## src/rtl/pong_match_ctrl.sv

```systemverilog
// Pong match controller: serve/rally/score FSM with ball and paddle motion.
// Optional macro PONG_SPEEDUP_EN: each paddle hit shortens the ball interval.
module pong_match_ctrl #(
  parameter int c_GAME_WIDTH    = 40,
  parameter int c_GAME_HEIGHT   = 30,
  parameter int c_PADDLE_HEIGHT = 6,
  parameter int c_BALL_FRAMES   = 2,
  parameter int c_PADDLE_FRAMES = 1,
  parameter int c_SERVE_FRAMES  = 60,
  parameter int c_WIN_SCORE     = 5
) (
  input  logic       i_Clk,
  input  logic       i_Rst,
  input  logic       i_Frame_Tick,
  input  logic       i_Game_Start,
  input  logic       i_Paddle_Up_P1,
  input  logic       i_Paddle_Dn_P1,
  input  logic       i_Paddle_Up_P2,
  input  logic       i_Paddle_Dn_P2,
  output logic [6:0] o_Ball_X,
  output logic [5:0] o_Ball_Y,
  output logic [5:0] o_Paddle_Y_P1,
  output logic [5:0] o_Paddle_Y_P2,
  output logic [3:0] o_Score_P1,
  output logic [3:0] o_Score_P2,
  output logic [2:0] o_State,
  output logic [1:0] o_Winner
);

  typedef enum logic [2:0] {
    S_IDLE  = 3'd0,
    S_SERVE = 3'd1,
    S_RUN   = 3'd2,
    S_POINT = 3'd3,
    S_OVER  = 3'd4
  } state_t;

  localparam logic [6:0] X_MID   = 7'(c_GAME_WIDTH / 2);
  localparam logic [5:0] Y_MID   = 6'(c_GAME_HEIGHT / 2);
  localparam logic [5:0] Y_MAX   = 6'(c_GAME_HEIGHT - 1);
  localparam logic [6:0] X_P2    = 7'(c_GAME_WIDTH - 2);
  localparam logic [5:0] PAD_MAX = 6'(c_GAME_HEIGHT - c_PADDLE_HEIGHT);
  localparam logic [5:0] PAD_MID =
    6'((c_GAME_HEIGHT - c_PADDLE_HEIGHT) / 2);
  localparam logic [6:0] PAD_SPAN = 7'(c_PADDLE_HEIGHT - 1);
  localparam logic [3:0] WIN     = 4'(c_WIN_SCORE);

  state_t      state_q, state_d;
  logic [6:0]  bx_q, bx_d;
  logic [5:0]  by_q, by_d;
  logic        dx_neg_q, dx_neg_d;
  logic        dy_neg_q, dy_neg_d;
  logic [5:0]  p1_q, p1_d;
  logic [5:0]  p2_q, p2_d;
  logic [3:0]  s1_q, s1_d;
  logic [3:0]  s2_q, s2_d;
  logic [1:0]  win_q, win_d;
  // Set when P1 conceded the last point: next serve heads toward P1.
  logic        serve_left_q, serve_left_d;
  logic [15:0] serve_cnt_q, serve_cnt_d;
  logic [15:0] ball_cnt_q, ball_cnt_d;
  logic [15:0] pad_cnt_q, pad_cnt_d;

  logic [15:0] ival;
  logic        hit;
  logic        serve_entry;
  logic        dy_n;
  logic        on_p1;
  logic        on_p2;

  assign on_p1 = ({1'b0, by_q} >= {1'b0, p1_q}) &&
                 ({1'b0, by_q} <= {1'b0, p1_q} + PAD_SPAN);
  assign on_p2 = ({1'b0, by_q} >= {1'b0, p2_q}) &&
                 ({1'b0, by_q} <= {1'b0, p2_q} + PAD_SPAN);

  function automatic logic [5:0] pad_step(
    input logic [5:0] p,
    input logic       up,
    input logic       dn
  );
    logic [5:0] r;
    r = p;
    if (up && !dn && p != 6'd0)
      r = p - 6'd1;
    else if (dn && !up && p < PAD_MAX)
      r = p + 6'd1;
    return r;
  endfunction

  always_comb begin
    state_d      = state_q;
    bx_d         = bx_q;
    by_d         = by_q;
    dx_neg_d     = dx_neg_q;
    dy_neg_d     = dy_neg_q;
    p1_d         = p1_q;
    p2_d         = p2_q;
    s1_d         = s1_q;
    s2_d         = s2_q;
    win_d        = win_q;
    serve_left_d = serve_left_q;
    serve_cnt_d  = serve_cnt_q;
    ball_cnt_d   = ball_cnt_q;
    pad_cnt_d    = pad_cnt_q;
    hit          = 1'b0;
    serve_entry  = 1'b0;
    dy_n         = dy_neg_q;

    if (state_q != S_IDLE && i_Frame_Tick) begin
      if (int'(pad_cnt_q) + 1 >= c_PADDLE_FRAMES) begin
        pad_cnt_d = '0;
        p1_d = pad_step(p1_q, i_Paddle_Up_P1, i_Paddle_Dn_P1);
        p2_d = pad_step(p2_q, i_Paddle_Up_P2, i_Paddle_Dn_P2);
      end else begin
        pad_cnt_d = pad_cnt_q + 16'd1;
      end
    end

    unique case (state_q)
      S_IDLE: begin
        if (i_Game_Start) begin
          state_d      = S_SERVE;
          s1_d         = '0;
          s2_d         = '0;
          serve_left_d = 1'b0;
        end
      end
      S_SERVE: begin
        if (i_Frame_Tick) begin
          if (int'(serve_cnt_q) + 1 >= c_SERVE_FRAMES)
            state_d = S_RUN;
          else
            serve_cnt_d = serve_cnt_q + 16'd1;
        end
      end
      S_RUN: begin
        if (i_Frame_Tick) begin
          if (int'(ball_cnt_q) + 1 >= int'(ival)) begin
            ball_cnt_d = '0;
            if (by_q == 6'd0 && dy_neg_q)
              dy_n = 1'b0;
            else if (by_q == Y_MAX && !dy_neg_q)
              dy_n = 1'b1;
            dy_neg_d = dy_n;
            by_d = dy_n ? by_q - 6'd1 : by_q + 6'd1;
            if (bx_q == 7'd1 && dx_neg_q) begin
              if (on_p1) begin
                hit      = 1'b1;
                dx_neg_d = 1'b0;
                bx_d     = 7'd2;
              end else begin
                bx_d         = 7'd0;
                s2_d         = s2_q + 4'd1;
                serve_left_d = 1'b1;
                state_d      = S_POINT;
              end
            end else if (bx_q == X_P2 && !dx_neg_q) begin
              if (on_p2) begin
                hit      = 1'b1;
                dx_neg_d = 1'b1;
                bx_d     = X_P2 - 7'd1;
              end else begin
                bx_d         = X_P2 + 7'd1;
                s1_d         = s1_q + 4'd1;
                serve_left_d = 1'b0;
                state_d      = S_POINT;
              end
            end else begin
              bx_d = dx_neg_q ? bx_q - 7'd1 : bx_q + 7'd1;
            end
          end else begin
            ball_cnt_d = ball_cnt_q + 16'd1;
          end
        end
      end
      S_POINT: begin
        state_d = S_SERVE;
        if (!serve_left_q && s1_q == WIN) begin
          state_d = S_OVER;
          win_d   = 2'd1;
        end else if (serve_left_q && s2_q == WIN) begin
          state_d = S_OVER;
          win_d   = 2'd2;
        end
      end
      S_OVER: begin
        if (i_Game_Start) begin
          state_d      = S_SERVE;
          s1_d         = '0;
          s2_d         = '0;
          win_d        = 2'd0;
          serve_left_d = 1'b0;
        end
      end
      default: state_d = S_IDLE;
    endcase

    if (state_d != state_q) begin
      ball_cnt_d  = '0;
      pad_cnt_d   = '0;
      serve_cnt_d = '0;
    end
    if (state_d == S_SERVE && state_q != S_SERVE) begin
      serve_entry = 1'b1;
      bx_d        = X_MID;
      by_d        = Y_MID;
      dx_neg_d    = serve_left_d;
      dy_neg_d    = 1'b0;
    end
  end

  always_ff @(posedge i_Clk) begin
    if (i_Rst) begin
      state_q      <= S_IDLE;
      bx_q         <= X_MID;
      by_q         <= Y_MID;
      dx_neg_q     <= 1'b0;
      dy_neg_q     <= 1'b0;
      p1_q         <= PAD_MID;
      p2_q         <= PAD_MID;
      s1_q         <= '0;
      s2_q         <= '0;
      win_q        <= '0;
      serve_left_q <= 1'b0;
      serve_cnt_q  <= '0;
      ball_cnt_q   <= '0;
      pad_cnt_q    <= '0;
    end else begin
      state_q      <= state_d;
      bx_q         <= bx_d;
      by_q         <= by_d;
      dx_neg_q     <= dx_neg_d;
      dy_neg_q     <= dy_neg_d;
      p1_q         <= p1_d;
      p2_q         <= p2_d;
      s1_q         <= s1_d;
      s2_q         <= s2_d;
      win_q        <= win_d;
      serve_left_q <= serve_left_d;
      serve_cnt_q  <= serve_cnt_d;
      ball_cnt_q   <= ball_cnt_d;
      pad_cnt_q    <= pad_cnt_d;
    end
  end

`ifdef PONG_SPEEDUP_EN
  logic [15:0] ival_q, ival_d;

  always_comb begin
    ival_d = ival_q;
    if (serve_entry)
      ival_d = 16'(c_BALL_FRAMES);
    else if (hit && ival_q > 16'd1)
      ival_d = ival_q - 16'd1;
  end

  always_ff @(posedge i_Clk) begin
    if (i_Rst)
      ival_q <= 16'(c_BALL_FRAMES);
    else
      ival_q <= ival_d;
  end

  assign ival = ival_q;
`else
  logic unused_speedup;
  assign unused_speedup = hit ^ serve_entry;
  assign ival = 16'(c_BALL_FRAMES);
`endif

  assign o_Ball_X      = bx_q;
  assign o_Ball_Y      = by_q;
  assign o_Paddle_Y_P1 = p1_q;
  assign o_Paddle_Y_P2 = p2_q;
  assign o_Score_P1    = s1_q;
  assign o_Score_P2    = s2_q;
  assign o_State       = state_q;
  assign o_Winner      = win_q;

endmodule

```

## config.mk

```make
export PLATFORM = sky130hd
export DESIGN_NAME = pong_match_ctrl
export DESIGN_NICKNAME = d
export VERILOG_FILES = /design/src/rtl/pong_match_ctrl.sv
export SDC_FILE = /design/constraint.sdc
export NUM_CORES = 1
export LEC_CHECK = 0
export CORE_UTILIZATION = 60
export CTS_BUF_LIST = sky130_fd_sc_hd__clkbuf_8
export DETAILED_ROUTE_END_ITERATION = 10
export PLACE_DENSITY = 0.82
export SETUP_SLACK_MARGIN = 0.15
export SLEW_MARGIN = 10
export SYNTH_ARGS = -nofsm -noshare
export SYNTH_HDL_FRONTEND = slang
export SYNTH_SLANG_ARGS = --single-unit
```

## constraint.sdc

```tcl
create_clock -name i_Clk -period 3.2 [get_ports i_Clk]
set_input_delay 0.32 -clock i_Clk [delete_from_list [all_inputs] [get_ports i_Clk]]
set_output_delay 0.32 -clock i_Clk [all_outputs]
set_load 0.03 [all_outputs]
```

Yosys cells after proc, flatten, opt, wreduce, memory -nomap -nowiden
Cells that the tools add are included.
Operators by class
  add/sub/neg operators: 18
  multiply operators: 0
  div/mod/pow operators: 0
  order comparisons: 9
  eq/ne operators: 23
  shift operators: 0
  muxes and demuxes: 61
  bitwise operators: 1
  reductions and logical operators: 51
Operators by type and width (number)
  adder 16 x 1 -> 17 bit, second input constant: 3
  adder 16 x 1 -> 16 bit, second input constant: 3
  two-way mux 4 bit: 10
  two-way mux 3 bit: 11
  two-way mux 16 bit: 2
  two-way mux 6 bit: 5
  two-way mux 7 bit: 3
  two-way mux 1 bit: 20
  adder 6 x 1 -> 6 bit, second input constant: 3
  logical AND 1 bit: 18
  subtractor 6 x 1 -> 6 bit, second input constant: 3
  >= comparator 17 x 1 -> 1 bit, second input constant: 1
  >= comparator 17 x 2 -> 1 bit, second input constant: 1
  >= comparator 17 x 6 -> 1 bit, second input constant: 1
  inequality test 2 bit, second input constant: 8
  case mux 4 bit (2 select lines): 2
  AND reduction 3 bit: 5
  adder 6 x 3 -> 7 bit, second input constant: 2
  less-or-equal comparator 6 x 7 -> 1 bit: 2
  nonzero test 2 bit: 7
  >= comparator 6 bit: 2
  < comparator 6 x 5 -> 1 bit, second input constant: 2
  case mux 3 bit (4 select lines): 1
  AND reduction 6 bit: 2
  other kinds (27): 46
Storage, ports and cells
  flip-flop bits (word level): 89
  bits in latches: 0
  bits in writable memories: 0
  ROM bits: 0
  input bits: 8
  output and inout bits: 38
  logic and storage cells: 177
  memories kept: 0

Longest topological paths before layout
Gate-level depths: netlist of run 1.
  depth in word-level cells: 13
  depth in mapped cells: 13
  mapped depth without buffers: 11

Least setup slack after synthesis of run 1
Ideal clock, no wire load.
  path kind: register to register
  start: register p1_q[0], in the netlist o_Paddle_Y_P1[0]
  end: register p1_q[5], in the netlist o_Paddle_Y_P1[5]
  setup time: 0.121 ns
  data arrival time: 2.791 ns
  required time: 3.079 ns
  setup slack: 0.288 ns
  cell stages (with the launch flop): 12
  buffers on the path: 0
  clock period less this slack: 2.912 ns
  path through: dfxtp_1 > inv_1 > ha_1 > a311o_1 > inv_1 > ha_1 > a21o_1 > a21oi_1 > o21ai_0 > xnor2_1 > nor3_1 > mux2_2
Between the ends
  word-level cells in the longest chain between the ends: 4
  elaborated cells on any way between the ends: 10
  those cells by class: add/sub: 2; order compare: 1; mux: 2; reduce/logical: 5
Ends and longest elaborated chain
  start, declared: RTL line 53  | logic [5:0] p1_q, p1_d;
  start signal, assigned: RTL line 234  | p1_q <= p1_d;
  < comparator 6 x 5 -> 1 bit / nonzero test 6 bit (equally long branches): RTL line 85, 83
  logical AND 1 bit (on tied branches): RTL line 85, 83
  nonzero test 2 bit (no source line)
  AND reduction 3 bit (no source line)
Parallel ways exist; a longest one is shown, timed or not. The select of a mux whose other input is x is not followed.
A chain may end at the register's enable or synchronous reset.

Final worst setup path of run 1
  start: register p2_q[0], in the netlist o_Paddle_Y_P2[0]
  end: register p2_q[5], in the netlist o_Paddle_Y_P2[5]
Between the ends
  word-level cells in the longest chain between the ends: 4
  elaborated cells on any way between the ends: 10
  those cells by class: add/sub: 2; order compare: 1; mux: 2; reduce/logical: 5
Ends and longest elaborated chain
  start, declared: RTL line 54  | logic [5:0] p2_q, p2_d;
  start signal, assigned: RTL line 235  | p2_q <= p2_d;
  < comparator 6 x 5 -> 1 bit / nonzero test 6 bit (equally long branches): RTL line 85, 83
  logical AND 1 bit (on tied branches): RTL line 85, 83
  nonzero test 2 bit (no source line)
  AND reduction 3 bit (no source line)
Parallel ways exist; a longest one is shown, timed or not. The select of a mux whose other input is x is not followed.

==> impl_metrics.py, run 1 <==
metrics = {
    "worst_setup_path": {
        "critPathSlowestCell": "dfxtp_2",
        "path_cells": "inv_1, ha_1, a311o_1, inv_1, ha_1, a21o_1, a21oi_1, o21ai_0, xnor2_1, nor3_1, mux2_2",
        "cp_data_required_time_ps": 3460,
        "slowest_delay_ps": 400,
        "cp-start-kind": "register",
        "crit_buf_inv": 2,
        "path_max_fanout": 7,
        "path_delay_family": "compound AO/OA/AOI/OAI gates",
        "end_kind": "register",
        "crit_arrival_ps": 3180,
        "critPathKind": "reg -> reg",
    },
    "sta": {
        "fmax_mhz": 342,
        "hold_violations": 0,
        "fin_crit_ps": 2920,
        "report.final.slew_viol_count": 0,
        "fin_worst_skew_ps": 12.0,
        "maxSlewHeadroom_pct": 56.8,
        "setup_ws_ps": 280,
        "fin_crit_sh_pct": 91.3,
        "setup_viol": 0,
        "fin_tns_setup_ps": 0,
        "tightest_slew_ps": 643,
        "rsz0062_at_grt": "yes",
    },
    "yosys": {
        "yosysSeqAreaShare_pct": 30.6,
        "synth-adder-area-share_pct": 12.4,
        "avgSynthCellArea_sq_um": 8.39,
        "synth_cell_types": 76,
        "synthesis.area_sq_um": 5830,
        "synth_top_area_share_pct": 30.6,
        "synth_mux_area_share_pct": 0.751,
        "syn-num-nets": 759,
        "synth-simple-area-share_pct": 25.0,
        "synth_edf_count": 0,
        "ys_seq_elements": 89,
        "synth.largest_area_cell": "dfxtp_1",
        "synth_top_family_by_area": "simple AND/OR/NAND/NOR gates",
        "synth_warnings": 0,
        "synth_compound_area_share_pct": 21.0,
        "synth.area.top_cells": "dfxtp_1, ha_1, a21oi_1, nand2_1, xnor2_1",
        "ys_async_sr_fraction_pct": 0,
        "synth_xor_area_share_pct": 5.11,
        "synthFlopType": "dfxtp_1",
        "netlist_instances": 695,
    },
    "cells_and_area": {
        "nNetsFinal": 795,
        "stdcell_area_sq_um": 6640,
        "drive_gt1_share_pct": 8.02,
        "antenna_cells": 0,
        "fin_util_pct": 71.1,
        "fill_cells": 773,
        "synthToLayoutAreaGrowth_pct": 13.9,
    },
    "clocking": {
        "cts_tree": "built",
        "cts_buffers": 9,
        "cts.sinks": 89,
        "cts_hold_buf": 0,
        "insertion_delay_ps": 370,
        "clockBufferDepth": 2,
        "cts_htree_levels": 3,
        "root_buffer": "clkbuf_8",
        "path_clk_slew_ps": 90,
    },
    "job": {
        "max_cap_violations": 0,
    },
    "route": {
        "antenna_left": 0,
        "wl_per_cell_microns": 15.6,
        "vias": 5267,
        "drt_wl_total_microns": 13500,
        "drt-vias-per-instance": 6.09,
        "first_pass_iters": 5,
        "drc": 0,
        "drt_iter0_markers": 206,
    },
    "grt": {
        "antenna_found_initial": 0,
        "grt_pass1_vias": 4985,
        "track_usage_pct": 27.7,
        "grt_max_degree": 40,
        "grt_overflow": 0,
        "grt_pass1_wl_microns": 22600,
    },
    "placement": {
        "pre_cts_ws_ps": 244,
        "postPlaceCellArea_sq_um": 6400,
        "port-buffer-count": 45,
        "place.gp.congestion": 0.908,
        "hpwl_microns": 9780,
    },
    "die": {
        "start_util_pct": 62.5,
        "die_h_microns": 101,
        "core-area_sq_um": 9330,
        "pin_count": 46,
        "die-area_sq_um": 10100,
        "die_w_microns": 101,
        "std_cell_rows": 35,
    },
    "power_and_ir_drop": {
        "p_per_area_nw_per_um2": 342,
        "peakVddDrop_v": 0.000267,
        "p_leak_nw": 2.41,
    },
    "status": {
        "outcome": "completed",
    },
    "min_path": {
        "hold_path.class": "reg -> reg",
    },
}
-- cell usage in the layout, fill, tap and decap left out, drive strengths merged, types with 15 or more instances in the layout --
cell,synthesis,final
a21oi,49,49
clkdlybuf4s50,0,45
dfxtp,89,89
ha,53,53
inv,43,45
nand2,66,66
nand3,34,34
nand4,15,15
nor2,27,27
nor3,42,42
o21ai,31,31
xnor2,25,25
-- final timing paths --
check,slack [ps],depth (start not counted),to,from
max reg2reg,280,11,o_Paddle_Y_P2[5],o_Paddle_Y_P2[0]
max,280,11,o_Paddle_Y_P2[5],o_Paddle_Y_P2[0]
min reg2reg,450,2,ball_cnt_q[15],ball_cnt_q[15]
min,450,2,ball_cnt_q[15],ball_cnt_q[15]
-- kinds of logic after synthesis --
kind of cell             Yosys count
AND/OR/NAND/NOR                  266
AO/OA/AOI/OAI                    175
flip-flops                        89
buffers and inverters             71
adder cells (fa/ha/maj)           56
XOR/XNOR                          34
multiplexers                       4
-- what timing repair did --
item,4_1_cts,5_1_grt
gates resized for setup,0,6
hold endpoints to repair,0,0
buffers inserted,0,0
setup endpoints to repair,0,11
-- worst min-delay path, stage by stage, from the launching register on --
cell and delay (ps):
dfxtp_1 320, nand2_1 50, nor3_1 40
-- power breakdown --
part           switching, mW  internal [mW]
clock network          0.426          0.448
logic                  0.156          0.107
registers             0.0176           1.12
total                  0.600           1.67
-- registers in the layout, indices dropped and copies added, names as in the netlist --
register,flops
ball_cnt_q,16
pad_cnt_q,16
serve_cnt_q,16
o_Ball_X,7
o_Ball_Y,6
o_Paddle_Y_P1,6
o_Paddle_Y_P2,6
o_Score_P1,4
o_Score_P2,4
o_State,3
o_Winner,2
dx_neg_q,1
dy_neg_q,1
serve_left_q,1
-- final cells by class --
type | count | area, sq um | area share, %
tap | 129 | 161 | 2.43
timing repair buffer | 53 | 536 | 8.07
multi-input combinational | 535 | 3760 | 56.7
clock inverter | 7 | 103 | 1.55
clock buffer | 9 | 124 | 1.87
inverter | 43 | 161 | 2.43
sequential | 89 | 1790 | 26.9
-- stage by stage --
step	hold slack (ps)	cells	total power [mW]
2_1_floorplan	414	695	1.34
3_3_place_gp	429	849	1.41
4_1_cts	443	865	2.29
3_5_place_dp	428	849	1.42
5_1_grt	466	865	2.37
6_report	447	865	2.27
-- cells in the mapped netlist, types with 13 or more instances --
cell type and n:
a21oi_1 49, dfxtp_1 89, nand3_1 34, nor2_1 27, o21ai_0 30, ha_1 53, nand2_1 64, nor3_1 40
xnor2_1 25, nand4_1 13, inv_1 43
-- layer usage --
metal,track usage [%],share of wire [%],vias up
li1,-,-,2637
met1,33.8,45,2512
met2,49.3,50,100
met3,5.41,3.5,18
met4,7.80,1.1,0
met5,0,0,-
Power figures use the tool's default switching activity.
==> inputs of run 2 (changes only) <==
Settings changed: CORE_UTILIZATION 60 to 59, CTS_BUF_LIST sky130_fd_sc_hd__clkbuf_8 to default, PLACE_DENSITY 0.82 to 0.81.
==> run 2 against run 1 <==
Setup slack better by 13 ps. Combinational power about the same. Count of clock-buffer cells in the layout up 2. Largest cell class unchanged. Worst hold slack improved by 1.4 ps. Total power down 7.5%. Critical path type unchanged. Global-route usage grew 0.29 points. Sequential share of layout area up 0.20 points. Critical path depth did not move. Via count increased by 2.2%. Final cell count fell by 0.23%. Design area fell by 0.79%.
==> impl_metrics.py, run 2 (synthesis gave the netlist of run 1 again) <==
metrics = {
    "cells_and_area": {
        "synthToLayoutAreaGrowth_pct": 13.0,
        "nNetsFinal": 795,
        "fill_cells": 771,
        "fin_util_pct": 69.9,
        "instances_no_fill": 863,
        "multi_input_area_sq_um": 3770,
        "drive_gt1_share_pct": 7.90,
        "most-common-layout-cells": "dfxtp_1, nand2_1, ha_1",
        "stdcell_area_sq_um": 6580,
        "final_common_cell": "dfxtp_1",
        "antenna_cells": 0,
        "reg.largest.list": "ball_cnt_q: 16 flops, pad_cnt_q: 16 flops, serve_cnt_q: 16 flops",
        "regArea_sq_um": 1790,
    },
    "grt": {
        "grt_max_degree": 49,
        "grt_pass1_vias": 5151,
        "grt_pass1_wl_microns": 23300,
        "use_met2_pct": 48.2,
        "grt_overflow": 0,
        "antenna_found_initial": 0,
        "top_usage_layer": "met2",
        "track_usage_pct": 28.0,
        "grt_use_met3_pct": 5.11,
        "grt_use_met1_pct": 34.8,
    },
    "sta": {
        "tightest_slew_ps": 642,
        "fin_tns_setup_ps": 0,
        "fmax_mhz": 344,
        "fin_crit_sh_pct": 90.8,
        "fin_crit_ps": 2910,
        "setup_viol": 0,
        "report.final.slew_viol_count": 0,
        "setup_ws_ps": 293,
        "maxSlewHeadroom_pct": 57.2,
        "fin_worst_skew_ps": 13.6,
        "holdWs_ps": 449,
        "hold_violations": 0,
        "rsz0062_at_grt": "yes",
    },
    "clocking": {
        "path_clk_slew_ps": 90,
        "post_cts_buffers": 0,
        "insertion_delay_ps": 370,
        "cts_tree": "built",
        "cts_buffers": 9,
        "clockBufferDepth": 2,
        "cts.sinks": 89,
        "root_buffer": "clkbuf_8",
        "cts_htree_levels": 3,
    },
    "worst_setup_path": {
        "end_kind": "register",
        "slowest_delay_ps": 450,
        "r2r-end": "o_Paddle_Y_P1[5]",
        "crit_buf_inv": 2,
        "critPathSlowestCell": "dfxtp_1",
        "path_delay_family": "compound AO/OA/AOI/OAI gates",
        "crit_arrival_ps": 3170,
        "rr_worst_depth": 11,
        "path_max_fanout": 6,
        "cp-start-kind": "register",
        "path_cells": "inv_1, ha_1, a311o_1, inv_1, ha_1, a21o_1, a21oi_1, o21ai_0, xnor2_1, nor3_1, mux2_2",
        "ff2ff_setup_slack_ps": 290,
        "critPathKind": "reg -> reg",
        "cp_data_required_time_ps": 3460,
        "r2r-start": "o_Paddle_Y_P1[1]",
    },
    "min_path": {
        "min_path_cells": 2,
        "hold_end": "ball_cnt_q[15]",
        "hp-start": "ball_cnt_q[15]",
        "hold_path.class": "reg -> reg",
    },
    "placement": {
        "postPlaceCellArea_sq_um": 6400,
        "place.gp.congestion": 0.859,
        "pre_cts_ws_ps": 230,
        "hpwl_microns": 9860,
        "placed_cells": 849,
        "port-buffer-count": 45,
    },
    "die": {
        "die_w_microns": 101,
        "pin_count": 46,
        "die-area_sq_um": 10300,
        "start_util_pct": 61.9,
        "die_h_microns": 101,
        "core-area_sq_um": 9420,
        "std_cell_rows": 35,
    },
    "route": {
        "vias": 5382,
        "antenna_left": 0,
        "drt_wl_total_microns": 13800,
        "wl_per_cell_microns": 16.0,
        "first_pass_iters": 4,
        "drt-vias-per-instance": 6.24,
        "drt_iter0_markers": 289,
        "drc": 0,
    },
    "power_and_ir_drop": {
        "p_per_area_nw_per_um2": 319,
        "p_leak_nw": 2.38,
        "p_total_mw": 2.10,
        "peakVddDrop_v": 0.000181,
    },
    "status": {
        "outcome": "completed",
    },
    "job": {
        "max_cap_violations": 0,
    },
}
run 2: cell types whose count changed in the layout (fill, tap and decap cells not counted), sizes merged:
cell / delta
bufinv: -2
clkbuf: +2
inv: -2
run 2: routing by layer:
| layer | share of wire, % | routed length, microns |
|---|---|---|
| met5 | 0 | 0 |
| met1 | 45 | 6170 |
| met4 | 1.8 | 248 |
| met3 | 4.6 | 637 |
| met2 | 49 | 6770 |
run 2: cell type report:
cell class / instances / area share (%)
clock inverters: 3 / 0.266
multi-input cells: 535 / 57.3
well taps: 129 / 2.45
repair buffers: 53 / 8.13
flip-flops and latches: 89 / 27.1
clock buffers: 11 / 2.30
inverters: 43 / 2.45
run 2: how the worst max path moves through the flow:
stage                     startpoint          endpoint  slack (ps)  cells past startpoint
finish              o_Paddle_Y_P1[1]  o_Paddle_Y_P1[5]         290                     11
global route        o_Paddle_Y_P1[1]     o_Score_P2[3]         130                     11
CTS                 o_Paddle_Y_P1[0]    ball_cnt_q[14]         170                     11
detailed placement    i_Paddle_Up_P1  o_Paddle_Y_P1[5]         230                     11
global placement      i_Paddle_Up_P1  o_Paddle_Y_P1[5]         350                     11
floorplan           o_Paddle_Y_P1[0]  o_Paddle_Y_P1[5]         290                     11
run 2: power breakdown:
part | switching [mW] | internal (mW) | leakage, nW
sequential | 0.0182 | 1.12 | 0.719
clock | 0.388 | 0.314 | 0.0871
combinational | 0.158 | 0.106 | 1.58
run 2: timing repair:
item | in CTS | in global routing
resized for setup | 0 | 7
setup endpoints to repair | 0 | 38
endpoints found under the hold margin | 0 | 0
hold buffers | 0 | 0
run 2: worst min-delay path, stage by stage, from the launching register on:
cell and delay [ps]:
dfxtp_1 320, nand2_1 60, nor3_1 40
==> inputs of run 3 (changes only) <==
Settings changed: HOLD_SLACK_MARGIN from default to 0.03.
==> results of run 3 <==
No change in the layout: final DEF, timing and power equal those of run 2.
